===== src/rtl/id_ex_reg.sv =====
// ID/EX pipeline register with load-use hazard detection and bubble insertion.
// Each edge performs one action: flush, bubble, or capture, in that priority.
module id_ex_reg #(
   parameter int unsigned DATA_W = 16,
   parameter int unsigned REG_AW = 4
) (
   input  logic              clk,
   input  logic              rst,
   input  logic              flush,
   input  logic              id_valid,
   input  logic [4:0]        id_ctrl,
   input  logic [2:0]        id_aluOp,
   input  logic [3:0]        id_funCode,
   input  logic [DATA_W-1:0] id_rd1,
   input  logic [DATA_W-1:0] id_rd2,
   input  logic [DATA_W-1:0] id_imm,
   input  logic [REG_AW-1:0] id_rs,
   input  logic [REG_AW-1:0] id_rt,
   input  logic [REG_AW-1:0] id_rd,
   output logic              ex_valid,
   output logic [4:0]        ex_ctrl,
   output logic [2:0]        ex_aluOp,
   output logic [3:0]        ex_funCode,
   output logic [DATA_W-1:0] ex_rd1,
   output logic [DATA_W-1:0] ex_rd2,
   output logic [DATA_W-1:0] ex_imm,
   output logic [REG_AW-1:0] ex_rs,
   output logic [REG_AW-1:0] ex_rt,
   output logic [REG_AW-1:0] ex_rd,
   output logic              hazard_stall,
   output logic [7:0]        bubble_cnt
);

   // ctrl layout: {regWrite, memRead, memWrite, memToReg, aluSrc}
   localparam int unsigned MemReadBit = 3;

   logic              valid_q,   valid_d;
   logic [4:0]        ctrl_q,    ctrl_d;
   logic [2:0]        alu_op_q,  alu_op_d;
   logic [3:0]        fun_q,     fun_d;
   logic [DATA_W-1:0] rd1_q,     rd1_d;
   logic [DATA_W-1:0] rd2_q,     rd2_d;
   logic [DATA_W-1:0] imm_q,     imm_d;
   logic [REG_AW-1:0] rs_q,      rs_d;
   logic [REG_AW-1:0] rt_q,      rt_d;
   logic [REG_AW-1:0] rd_q,      rd_d;
   logic [7:0]        bubble_cnt_q, bubble_cnt_d;
   logic              stall;

   // Register zero is hardwired, so a load targeting it never creates a dependency.
   assign stall = valid_q & ctrl_q[MemReadBit] & id_valid & (rt_q != '0) &
                  ((rt_q == id_rs) | (rt_q == id_rt));

   always_comb begin
      valid_d      = 1'b0;
      ctrl_d       = '0;
      alu_op_d     = '0;
      fun_d        = '0;
      rd1_d        = '0;
      rd2_d        = '0;
      imm_d        = '0;
      rs_d         = '0;
      rt_d         = '0;
      rd_d         = '0;
      bubble_cnt_d = bubble_cnt_q;
      if (flush) begin
         // zeroed stage already set by defaults
      end else if (stall) begin
         if (bubble_cnt_q != 8'hFF) bubble_cnt_d = bubble_cnt_q + 8'd1;
      end else begin
         valid_d  = id_valid;
         ctrl_d   = id_valid ? id_ctrl : 5'b0;
         alu_op_d = id_aluOp;
         fun_d    = id_funCode;
         rd1_d    = id_rd1;
         rd2_d    = id_rd2;
         imm_d    = id_imm;
         rs_d     = id_rs;
         rt_d     = id_rt;
         rd_d     = id_rd;
      end
   end

   always_ff @(posedge clk or negedge rst) begin
      if (!rst) begin
         valid_q      <= 1'b0;
         ctrl_q       <= '0;
         alu_op_q     <= '0;
         fun_q        <= '0;
         rd1_q        <= '0;
         rd2_q        <= '0;
         imm_q        <= '0;
         rs_q         <= '0;
         rt_q         <= '0;
         rd_q         <= '0;
         bubble_cnt_q <= '0;
      end else begin
         valid_q      <= valid_d;
         ctrl_q       <= ctrl_d;
         alu_op_q     <= alu_op_d;
         fun_q        <= fun_d;
         rd1_q        <= rd1_d;
         rd2_q        <= rd2_d;
         imm_q        <= imm_d;
         rs_q         <= rs_d;
         rt_q         <= rt_d;
         rd_q         <= rd_d;
         bubble_cnt_q <= bubble_cnt_d;
      end
   end

   assign ex_valid     = valid_q;
   assign ex_ctrl      = ctrl_q;
   assign ex_aluOp     = alu_op_q;
   assign ex_funCode   = fun_q;
   assign ex_rd1       = rd1_q;
   assign ex_rd2       = rd2_q;
   assign ex_imm       = imm_q;
   assign ex_rs        = rs_q;
   assign ex_rt        = rt_q;
   assign ex_rd        = rd_q;
   assign hazard_stall = stall;
   assign bubble_cnt   = bubble_cnt_q;

endmodule


===== config.mk =====
export PLATFORM = sky130hd
export DESIGN_NAME = id_ex_reg
export DESIGN_NICKNAME = d
export VERILOG_FILES = /design/src/rtl/id_ex_reg.sv
export SDC_FILE = /design/constraint.sdc
export NUM_CORES = 1
export LEC_CHECK = 0
export CORE_MARGIN = 10
export CORE_UTILIZATION = 43
export CTS_BUF_LIST = sky130_fd_sc_hd__clkbuf_4
export CTS_CLUSTER_DIAMETER = 100
export CTS_CLUSTER_SIZE = 10
export DETAILED_ROUTE_END_ITERATION = 7
export PLACE_DENSITY = 0.84
export SETUP_SLACK_MARGIN = 0.2
export SKIP_LAST_GASP = 1
export SLEW_MARGIN = 20
export SYNTH_ARGS = -nofsm -noshare
export SYNTH_HDL_FRONTEND = slang
export SYNTH_SLANG_ARGS = --single-unit

===== constraint.sdc =====
create_clock -name clk -period 4.02 [get_ports clk]
set_clock_uncertainty 0.2 [all_clocks]
set_input_delay 0.603 -clock clk [delete_from_list [all_inputs] [get_ports clk]]
set_output_delay 0.603 -clock clk [all_outputs]
set_load 0.03 [all_outputs]

* Yosys cells after proc, flatten, opt, wreduce, memory -nomap -nowiden *
Index checks and enable logic that the tools add are counted.

word-level totals
  input bits = 76
  word-level logic and storage cells = 44
  output and inout bits = 82
  bits in registers = 81

operators by class
  equality and inequality tests = 3
  mux-type cells = 21
  reductions and logical operators = 2
  bitwise gates (word level) = 6
  add/sub/neg operators = 1

operator list
  cell                 count
  $mux 16              6
  $mux 4               8
  $mux 5               3
  $add 8x1->8 const B  1
  $eq 4x4->1           2
  $ne 8x8->1 const B   1
  $mux 3               2
  $and 1x1->1          4
  $reduce_bool 4->1    1
  $reduce_and 3->1     1
  $mux 1               2
  $not 1->1            1
  $or 1x1->1           1

* Longest topological paths before layout *
  word-level depth = 6
  mapped depth = 6
  depth with buffers taken out = 4

* Worst setup path before layout *
No wires, ideal clock.

  kind = flip-flop to output port
  start point = register rt_q[0], in the netlist ex_rt[0]
  end point = output port hazard_stall
  stages on the path, launching flop included = 6
  data arrival time = 1.571 ns
  buffers on the path = 2
  required time = 3.217 ns
  slack = 1.646 ns
  cells stage by stage = dfrtp_1 > or4_4 > nand4_2 > a21oi_2 > buf_6 > buf_6

on the way
  longest elaborated chain between the ends = 3
  elaborated cells between the ends (all ways) = 6
  those cells by class = eq/ne: 2; bitwise: 3; reduce/logical: 1

RTL lines
  element                                          RTL line  text
  start: declaration                               45        logic [REG_AW-1:0] rt_q, rt_d;
  start signal: assignment                         106       rt_q <= rt_d;
  $eq 4x4->1 or $reduce_bool 4->1 (tied branches)  52, 51
  $or 1x1->1 or $and 1x1->1 (tied branches)        52, 51
  $and 1x1->1 (*)                                  51        assign stall = valid_q & ctrl_q[MemReadBit] & id_valid & (rt_q != '0) &
  end: declaration                                 30        output logic hazard_stall,

Mark *: on every way between the ends. The rest lies on a longest branch, timed or not.

* Worst setup path in the final report *
  start point = input port id_rt[2]
  end point = output port hazard_stall

on the way
  longest elaborated chain between the ends = 3

RTL lines
  element             RTL line  text
  start: declaration  18        input logic [REG_AW-1:0] id_rt,
  $eq 4x4->1          52        ((rt_q == id_rs) | (rt_q == id_rt));
  $or 1x1->1          52
  $and 1x1->1         51

No other way between the ends.

==> flow_summary_export.csv <==
group,metric,value,unit
outcome,run_status,"finished, final reports clean",
floorplan,pin_count,158,
routing,drt_iter0_drc,73,
synthesis,yosysUniqueCellTypes,26,
timing,slew_headroom,30.3,%
synthesis,synth_area_leaders,"dfrtp_1, nor3b_2, nor3b_1",
synthesis,synth_edf_count,0,
timing,whs,0.0137,ns
final_layout,layoutNonFillerInstCount,472,
timing,finalHoldViolCount,0,
clock_network,ctsResizeCount,0,
synthesis,synth.yosys.seq_area_share,60.6,%
final_layout,multi_input_area,0.00121,mm2
clock_network,clockBufferDepth,2,
synthesis,syn_nets,289,
critical_path,cp_max_fo,8,
final_layout,regArea,0.00203,mm2
critical_path,r2r_start,"ex_rt[2]",
synthesis,ys_ff_latch,81,
routing,first_pass_iters,4,
critical_path,end_kind,"output port",
clock_network,clock_latency,0.40,ns
clock_network,root_buffer,"clkbuf_4",
final_layout,fin_nets,442,
critical_path,critPathKind,"in2out",
synthesis,yosys.cell_count.top_type,"dfrtp_1",
critical_path,critPathBufInv,2,
clock_network,cts.sinks,81,
synthesis,ys.warnings.count,0,
critical_path,path_cells,"clkdlybuf4s50_1 > xnor2_1 > nand4_2 > a21oi_4 > buf_4",
global_routing,grt_pass1_vias,2578,
critical_path,slowest_delay,0.49,ns
final_layout,n_fill_cell,594,
global_routing,grt_overflow,0,
timing,fmax,352,MHz
clock_network,cts_buffers,9,
power,combPwrFrac,18.0,%
synthesis,synthCells,212,
final_layout,drive_above_1_share,22.7,%
flow_run,drv_cap,0,
routing,ant_nets,0,
synthesis,netlist_top_cells_count,"dfrtp_1, nor3b_2, nor3b_1",
clock_network,clk_pin_slew,0.12,ns
timing,tns,0,ns
floorplan,die-width,108,um
critical_path,cpMaxStageDelayCell,"clkdlybuf4s50_1",
routing,vias_per_cell,4.88,
floorplan,die_y,108,um
clock_network,cts_setup_buffers,0,
power,netSwitchingFraction,25.3,%
synthesis,async_reset_ff_share,100,%
power,p_leak,2.15,nW
final_layout,syn2layout_area_growth,53.6,%
critical_path,critPathArrivalTime,2.04,ns
clock_network,hold_buffers,0,
placement,io_buffers,157,
timing,worst_pin_slew,1.05,ns
critical_path,r2r_setup_slack,1.83,ns
synthesis,synth_ff_type,"dfrtp_1",
power,vdd_drop_max,0.187,mV
worst_hold_path,hold_class,"in2async",
floorplan,initial_utilization,43.7,%
critical_path,path_delay_family,"buffers and inverters",
critical_path,cp_data_required_time,3.22,ns
floorplan,rows,32,
critical_path,r2r-end,"ex_aluOp[2]",
routing,dr_total_vias,2302,
global_routing,track_usage,15.6,%
routing,routedWlPerCell,19.2,um
timing,post-route-period-util,70.7,%
power,p_seq_share,48.5,%
timing,final-setup-viol-count,0,
power,pwr-share-clk,33.5,%
routing,drc,0,
global_routing,grt_pass1_wl,14000,um
clock_network,cts_tree,"done",
timing,period_needed,2.84,ns
floorplan,die_area,0.0117,mm2
critical_path,reg2regPathDepth,5,
timing,drv_slew,0,
power,p_int,0.00133,W
routing,finalWirelength,9080,um
power,switchingPower,0.000451,W
placement,gp_congestion,0.842,
placement,post-dp-hpwl,6710,um
critical_path,cp-start-kind,"input port",
clock_network,cts.htree.levels,3,
global_routing,grt_max_degree,82,
synthesis,syn_area_per_cell,15.8,um2
power,power_density,347,mW/mm2
floorplan,core-area,0.00765,mm2
timing,rsz0062_at_grt,"no",
synthesis,synth_top_area_share,60.6,%
placement,placedCellCount,456,
synthesis,synth_top_area_cell,"dfrtp_1",
synthesis,syn_area,0.00334,mm2
final_layout,diodes,0,
global_routing,antenna_found_initial,0,
## per-layer routing
metal / track usage, % / wire length (um) / up-vias
met2: 26.4 / 4740 / 105
li1: - / - / 1053
met3: 7.79 / 984 / 12
met1: 16.5 / 3210 / 1132
met5: 0 / 0 / -
met4: 5.06 / 141 / 0
## layout by cell type, fill, tap and decap left out
cell               n
a2111oi_2          1
inv_1              1
a31o_2             1
mux2_1             2
bufinv_16          3
clkinv_1           1
nor3b_1           14
nor2_1             1
buf_6              1
or4_4              1
nand3_1            2
xor2_1             6
inv_6              1
buf_12             1
nand2_1            1
buf_4              2
nand4_1            1
nor3b_2           58
a21oi_4            1
clkdlybuf4s50_1  154
clkbuf_4           9
nand4_2            3
clkinvlp_4         2
dfrtp_1           81
a211oi_1           2
xnor2_1            8
nand4b_1           1
and4_1             2
nor2b_1            1
a2111oi_1          4
nand2b_1           3
ha_1               1
## stage by stage
stage / total power [W] / util (%) / instance area, um2 / worst slack [ns]
final: 0.00178 / 67.2 / 5140 / 1.18
after global routing: 0.00187 / 67.2 / 5140 / 1.08
after CTS: 0.00181 / 67.1 / 5130 / 1.17
after detailed placement: 0.00121 / 64.7 / 4950 / 1.17
after global placement: 0.00120 / 64.7 / 4950 / 1.25
after floorplan: 0.00103 / - / 3340 / 1.65
## layout make-up
cell class              instances  area share, %
repair buffers                158           30.9
inverters                       1         0.0730
flip-flops and latches         81           39.4
well taps                     102           2.48
multi-input cells             114           23.5
clock buffers                   9           1.31
clock inverters                 7           2.29
## registers in the layout (all words and copies together), names as in the netlist
name / count
ex_rd: 4
ex_rd2: 16
ex_ctrl: 5
ex_rs: 4
ex_valid: 1
ex_funCode: 4
ex_aluOp: 3
bubble_cnt: 8
ex_rd1: 16
ex_imm: 16
ex_rt: 4
## cell families after synthesis
logic type	synth area share [%]
AOI/OAI and AO/OA	2.62
and+or+nand+nor	28.5
xor gates and xnor gates	3.67
muxes	0.673
adders and majority gates	0.374
DFF	60.6
buffers and inverters	3.52
## how the worst max path moves through the flow
| stage | start | cells after the start | endpoint |
|---|---|---|---|
| 2_1_floorplan | ex_rt[0] | 5 | hazard_stall |
| 6_report | id_rt[2] | 5 | hazard_stall |
| 4_1_cts | id_rt[2] | 5 | hazard_stall |
| 3_5_place_dp | id_rt[2] | 5 | hazard_stall |
| 5_1_grt | id_rt[3] | 5 | hazard_stall |
| 3_3_place_gp | id_rt[2] | 5 | hazard_stall |
## power by group through the flow
stage | clock network, W | registers (W) | logic [W]
final | 0.000597 | 0.000865 | 0.000321
after global placement | 0 | 0.000879 | 0.000320
after CTS | 0.000619 | 0.000866 | 0.000327
after global routing | 0.000657 | 0.000869 | 0.000342
after floorplan | 0 | 0.000958 | 0.0000688
after detailed placement | 0 | 0.000882 | 0.000325
(Power assumes the default switching activity.)
